## src/rtl/instr_compiler_if.sv

```systemverilog
// Interface bundling the instruction word and the classifier outputs.
// The master drives the instruction; the slave (classifier) returns IDs.
interface instr_compiler_if;
    logic [31:0] Instr;
    logic [5:0]  MIPS;
    logic [5:0]  MIPS_q;
    logic        is_RI;

    modport master (
        output Instr,
        input  MIPS,
        input  MIPS_q,
        input  is_RI
    );

    modport slave (
        input  Instr,
        output MIPS,
        output MIPS_q,
        output is_RI
    );
endinterface

```

## src/rtl/instr_compiler.sv

```systemverilog
// Instruction classifier: maps a 32-bit MIPS instruction word to a 6-bit
// instruction ID (combinational) plus a one-cycle registered copy.
// Unrecognised encodings map to RI_CODE so Decode can raise a
// Reserved-Instruction exception.
module instr_compiler #(
    parameter logic [5:0] RI_CODE = 6'd63
) (
    input  logic            clk,
    input  logic            reset,
    instr_compiler_if.slave bus
);

    localparam logic [31:0] ERET_WORD = 32'h4200_0018;

    logic [5:0] w_op;
    logic [4:0] w_rs;
    logic [4:0] w_rt;
    logic [5:0] w_funct;
    logic [5:0] w_mips;
    logic [5:0] r_mips_q;

    assign w_op    = bus.Instr[31:26];
    assign w_rs    = bus.Instr[25:21];
    assign w_rt    = bus.Instr[20:16];
    assign w_funct = bus.Instr[5:0];

    // Decode the instruction fields into an ID; default is reserved instruction.
    always_comb begin
        w_mips = RI_CODE;
        case (w_op)
            6'h00: begin
                // The all-zero word is NOP and must win over SLL $0,$0,0.
                if (bus.Instr == 32'h0) begin
                    w_mips = 6'd0;
                end else begin
                    case (w_funct)
                        6'h20:   w_mips = 6'd1;
                        6'h21:   w_mips = 6'd2;
                        6'h22:   w_mips = 6'd3;
                        6'h23:   w_mips = 6'd4;
                        6'h00:   w_mips = 6'd5;
                        6'h02:   w_mips = 6'd6;
                        6'h03:   w_mips = 6'd7;
                        6'h04:   w_mips = 6'd8;
                        6'h06:   w_mips = 6'd9;
                        6'h07:   w_mips = 6'd10;
                        6'h24:   w_mips = 6'd11;
                        6'h25:   w_mips = 6'd12;
                        6'h26:   w_mips = 6'd13;
                        6'h27:   w_mips = 6'd14;
                        6'h2A:   w_mips = 6'd15;
                        6'h2B:   w_mips = 6'd16;
                        6'h08:   w_mips = 6'd41;
                        6'h09:   w_mips = 6'd42;
                        6'h18:   w_mips = 6'd43;
                        6'h19:   w_mips = 6'd44;
                        6'h1A:   w_mips = 6'd45;
                        6'h1B:   w_mips = 6'd46;
                        6'h10:   w_mips = 6'd47;
                        6'h12:   w_mips = 6'd48;
                        6'h11:   w_mips = 6'd49;
                        6'h13:   w_mips = 6'd50;
                        default: w_mips = RI_CODE;
                    endcase
                end
            end
            6'h01: begin
                // REGIMM: only BLTZ/BGEZ are implemented.
                case (w_rt)
                    5'h00:   w_mips = 6'd37;
                    5'h01:   w_mips = 6'd38;
                    default: w_mips = RI_CODE;
                endcase
            end
            6'h08: w_mips = 6'd17;
            6'h09: w_mips = 6'd18;
            6'h0C: w_mips = 6'd19;
            6'h0D: w_mips = 6'd20;
            6'h0E: w_mips = 6'd21;
            6'h0F: w_mips = 6'd22;
            6'h0A: w_mips = 6'd23;
            6'h0B: w_mips = 6'd24;
            6'h20: w_mips = 6'd25;
            6'h24: w_mips = 6'd26;
            6'h21: w_mips = 6'd27;
            6'h25: w_mips = 6'd28;
            6'h23: w_mips = 6'd29;
            6'h28: w_mips = 6'd30;
            6'h29: w_mips = 6'd31;
            6'h2B: w_mips = 6'd32;
            6'h04: w_mips = 6'd33;
            6'h05: w_mips = 6'd34;
            6'h06: w_mips = 6'd35;
            6'h07: w_mips = 6'd36;
            6'h02: w_mips = 6'd39;
            6'h03: w_mips = 6'd40;
            6'h10: begin
                // COP0: ERET is recognised only as the exact canonical word.
                if (bus.Instr == ERET_WORD) begin
                    w_mips = 6'd53;
                end else begin
                    case (w_rs)
                        5'h00:   w_mips = 6'd51;
                        5'h04:   w_mips = 6'd52;
                        default: w_mips = RI_CODE;
                    endcase
                end
            end
            default: w_mips = RI_CODE;
        endcase
    end

    // Register the ID for the next stage; reset forces NOP.
    always_ff @(posedge clk) begin
        if (reset) begin
            r_mips_q <= 6'd0;
        end else begin
            r_mips_q <= w_mips;
        end
    end

    assign bus.MIPS   = w_mips;
    assign bus.MIPS_q = r_mips_q;
    assign bus.is_RI  = (w_mips == RI_CODE);

endmodule

```

## src/flat_wrapper.sv

```systemverilog
// flat-port wrapper written by rule: the top's interface ports become plain ports
module instr_compiler_flat 
#(
    parameter logic [5:0] RI_CODE = 6'd63
)
  (clk, reset, bus_Instr, bus_MIPS, bus_MIPS_q, bus_is_RI);
  instr_compiler_if bus_i ();
  input  logic clk;
  input  logic reset;
  input wire logic [$bits(bus_i.Instr)-1:0] bus_Instr;
  output wire logic [$bits(bus_i.MIPS)-1:0] bus_MIPS;
  output wire logic [$bits(bus_i.MIPS_q)-1:0] bus_MIPS_q;
  output wire logic [$bits(bus_i.is_RI)-1:0] bus_is_RI;
  assign bus_i.Instr = bus_Instr;
  assign bus_MIPS = bus_i.MIPS;
  assign bus_MIPS_q = bus_i.MIPS_q;
  assign bus_is_RI = bus_i.is_RI;
  instr_compiler #(.RI_CODE(RI_CODE)) u_core (.clk(clk), .reset(reset), .bus(bus_i));
endmodule
```

## config.mk

```make
export PLATFORM = sky130hd
export DESIGN_NAME = instr_compiler_flat
export DESIGN_NICKNAME = d
export VERILOG_FILES = /design/src/rtl/instr_compiler_if.sv /design/src/rtl/instr_compiler.sv /design/src/flat_wrapper.sv
export SDC_FILE = /design/constraint.sdc
export NUM_CORES = 1
export LEC_CHECK = 0
export ABC_CLOCK_PERIOD_IN_PS = 1800
export BUFFER_PORTS_ARGS = -buffer_cell sky130_fd_sc_hd__buf_2
export CAP_MARGIN = 20
export CORE_MARGIN = 2
export CORE_UTILIZATION = 44
export CTS_BUF_LIST = sky130_fd_sc_hd__clkbuf_16
export CTS_CLUSTER_DIAMETER = 80
export CTS_CLUSTER_SIZE = 14
export DETAILED_ROUTE_END_ITERATION = 6
export GPL_TIMING_DRIVEN = 0
export PLACE_DENSITY = 0.82
export SETUP_SLACK_MARGIN = 0.02
export SKIP_CTS_REPAIR_TIMING = 1
export SLEW_MARGIN = 20
export SYNTH_ARGS = -nofsm -noshare
export SYNTH_HDL_FRONTEND = slang
export SYNTH_SLANG_ARGS = --single-unit
```

## constraint.sdc

```tcl
create_clock -name clk -period 1.8 [get_ports clk]
set_input_delay 0.09 -clock clk [delete_from_list [all_inputs] [get_ports clk]]
set_output_delay 0.09 -clock clk [all_outputs]
set_load 0.02 [all_outputs]
```

==> impl_metrics.env <==
export IMPL_status="finished with violations"
export IMPL_failed_checks="negative setup slack"
export IMPL_slowest_delay_ns=0.43
export IMPL_critical_path_arrival_ns=1.96
export IMPL_hold_violations=0
export IMPL_grt_pass1_vias=1290
export IMPL_num_vias=1472
export IMPL_cp_slowest_cell="or4_4"
export IMPL_coreArea_sq_mm=0.00252
export IMPL_ys_flop_type="dfxtp_1"
export IMPL_rsz0062_at_grt="true"
export IMPL_cp_depth=10
export IMPL_utilization_pct=67.5
export IMPL_area_delta_synth_final_pct=42.9
export IMPL_worst_endpoint_required_ns=1.71
export IMPL_ys_warn_count=0
export IMPL_async_flop_share_pct=0
export IMPL_dieArea_sq_mm=0.00314
export IMPL_fillers=215
export IMPL_synth_area_mux_share_pct=0.840
export IMPL_path_delay_family="simple AND/OR/NAND/NOR gates"
export IMPL_power_leakage_uw=0.000689
export IMPL_final_setup_viol_count=3
export IMPL_ant_nets=0
export IMPL_cts_tree="built"
export IMPL_synth_area_sq_mm=0.00119
export IMPL_htreeDepth=1
export IMPL_via_per_inst=5.91
export IMPL_die_h_um=56.0
export IMPL_synthTopCellsByCount="a21oi_1 (14), nor2_1 (11), nand2_1 (10), nor2b_1 (8), nor3_1 (8)"
export IMPL_report_final_slew_viol_count=0
export IMPL_crit_type="primary input to output pin"
export IMPL_yosys_area_top_type_share_pct=10.1
export IMPL_synth_top_family_by_area="simple AND/OR/NAND/NOR gates"
export IMPL_synth_largest_area_cell="dfxtp_1"
export IMPL_setup_slack_ns=-0.251
export IMPL_ir_worst_vdd_mv=0.645
export IMPL_synthCells=168
export IMPL_drcViolationCount=0
export IMPL_gr_usage_all_layers_pct=20.7
export IMPL_min_delay_start="reset"
export IMPL_root_buffer="clkbuf_16"
export IMPL_yosysSeqAreaShare_pct=10.1
export IMPL_drt_iter0_drc=63
export IMPL_synth_most_common_cell="a21oi_1"
export IMPL_synth_area_per_cell_sq_um=7.09
export IMPL_dp_hpwl_um=2550
export IMPL_clk_pin_slew_ns=0.03
export IMPL_synth_edff_count=0
export IMPL_initial_core_util_pct=47.2
export IMPL_hold_path_end="u_core.bus.MIPS_q[1]$_SDFF_PP0_"
export IMPL_gp_congestion=0.821
export IMPL_drtPass1Iterations=5
export IMPL_diodes=0
export IMPL_yosys_area_share_simple_pct=42.5
export IMPL_clk_path_buf_depth=2
export IMPL_ioPinCount=47
export IMPL_end_kind="output pin"
export IMPL_finalWirelength_um=3580
export IMPL_fin_crit_sh_pct=114
export IMPL_slew_headroom_pct=62.1
export IMPL_numCtsBuffers=3
export IMPL_synth_fp_nets=208
export IMPL_clock_fmax_mhz=487
export IMPL_die_x_um=56.0
export IMPL_worstPathCellList="buf_2, inv_2, ha_4, nor2b_2, and4_1, nand4_1, and3_1, or4_4, and4_4, buf_6"
export IMPL_synthAdderAreaFrac_pct=6.30
export IMPL_gr_total_overflow=0
export IMPL_min_path_cells=2
export IMPL_largest_reg_flops=6
export IMPL_hp_class="primary input to flop"
export IMPL_maxCapViolCount=0
export IMPL_crit_path_max_fanout=7
export IMPL_setup_tns_final_ns=-0.482
export IMPL_crit_buf_inv=3
export IMPL_ys_top_cells_by_area="dfxtp_1 (10%), ha_1 (6.3%), a21oi_1 (5.9%), nor2b_1 (4.2%), nor2_1 (3.5%)"
export IMPL_placementRows=18
export IMPL_clock_sinks=6
export IMPL_synth_compound_area_share_pct=31.4
export IMPL_period_minus_slack_ns=2.05
export IMPL_routedWlPerCell_um=14.4
export IMPL_grt_pass1_wl_um=5440
export IMPL_crit_path_start_kind="primary input"
export IMPL_powerDensity_mw_per_mm2=530
export IMPL_antenna_found_initial=0
export IMPL_grt_max_degree=11
export IMPL_io_buffers=45
export IMPL_drive_above_1_share_pct=42.0
export IMPL_synth_cell_types=52
export IMPL_synth_xor_area_share_pct=0.735
export IMPL_nNetsFinal=261
export IMPL_synth_seq_cells=6
export IMPL_worstMarginPinSlew_ns=0.554
metrics by stage:
stage	setup slack [ns]	std cells	cell area [sq um]	hold WS [ns]	power, uW
floorplan	-0.0308	168	1220	0.159	376
global placement	-0.387	243	1490	0.333	485
detailed placement	-0.385	243	1490	0.339	488
CTS	-0.391	246	1560	0.101	849
global route	-0.326	249	1700	0.125	955
finish	-0.251	249	1700	0.123	901
logic make-up after synthesis:
| family | count (synthesis) |
|---|---|
| AO/OA/AOI/OAI | 51 |
| XOR/XNOR | 1 |
| adder cells (fa/ha/maj) | 6 |
| buffers and inverters | 19 |
| flip-flops | 6 |
| multiplexers | 1 |
| AND/OR/NAND/NOR | 84 |
worst max path at each step:
stage                   from        end  slack, ns
4_1_cts         bus_Instr[1]  bus_is_RI      -0.39
2_1_floorplan  bus_Instr[31]  bus_is_RI      -0.03
6_report        bus_Instr[0]  bus_is_RI      -0.25
3_5_place_dp    bus_Instr[1]  bus_is_RI      -0.39
5_1_grt         bus_Instr[0]  bus_is_RI      -0.33
3_3_place_gp    bus_Instr[1]  bus_is_RI      -0.39
power by group:
part	switching, uW	total [uW]	internal [uW]
combinational	218	389	171
clock	77.7	363	285
sequential	3.22	149	146
cell usage in the layout (no fill, tap or decap), drive strengths merged, types with 6 or more instances in the layout:
| cell | synthesis | routed |
|---|---|---|
| clkbuf | 5 | 8 |
| buf | 6 | 55 |
| nor3 | 8 | 8 |
| dfxtp | 6 | 6 |
| inv | 7 | 7 |
| a21oi | 14 | 14 |
| nor4 | 8 | 8 |
| nor2b | 8 | 8 |
| or4 | 6 | 6 |
| ha | 6 | 6 |
| o21ai | 8 | 8 |
| nor2 | 11 | 11 |
| nand2 | 10 | 10 |
routing by layer:
layer / up-vias / routed length [um] / track usage (%)
li1: 743 / - / -
met5: - / 0 / 0
met2: 47 / 1910 / 38.3
met4: 0 / 0 / 2.38
met3: 0 / 197 / 4.65
met1: 682 / 1470 / 24.9
final cells by class:
cell class / instances / area (sq um) / share of cell area (%)
buffer: 12 / 72.6 / 4.26
clock buffer: 3 / 75.1 / 4.41
inverter: 7 / 28.8 / 1.69
multi-input combinational: 143 / 1100 / 64.5
sequential: 6 / 120 / 7.06
tap: 30 / 37.5 / 2.21
timing repair buffer: 48 / 270 / 15.9
(Power assumes the default switching activity.)
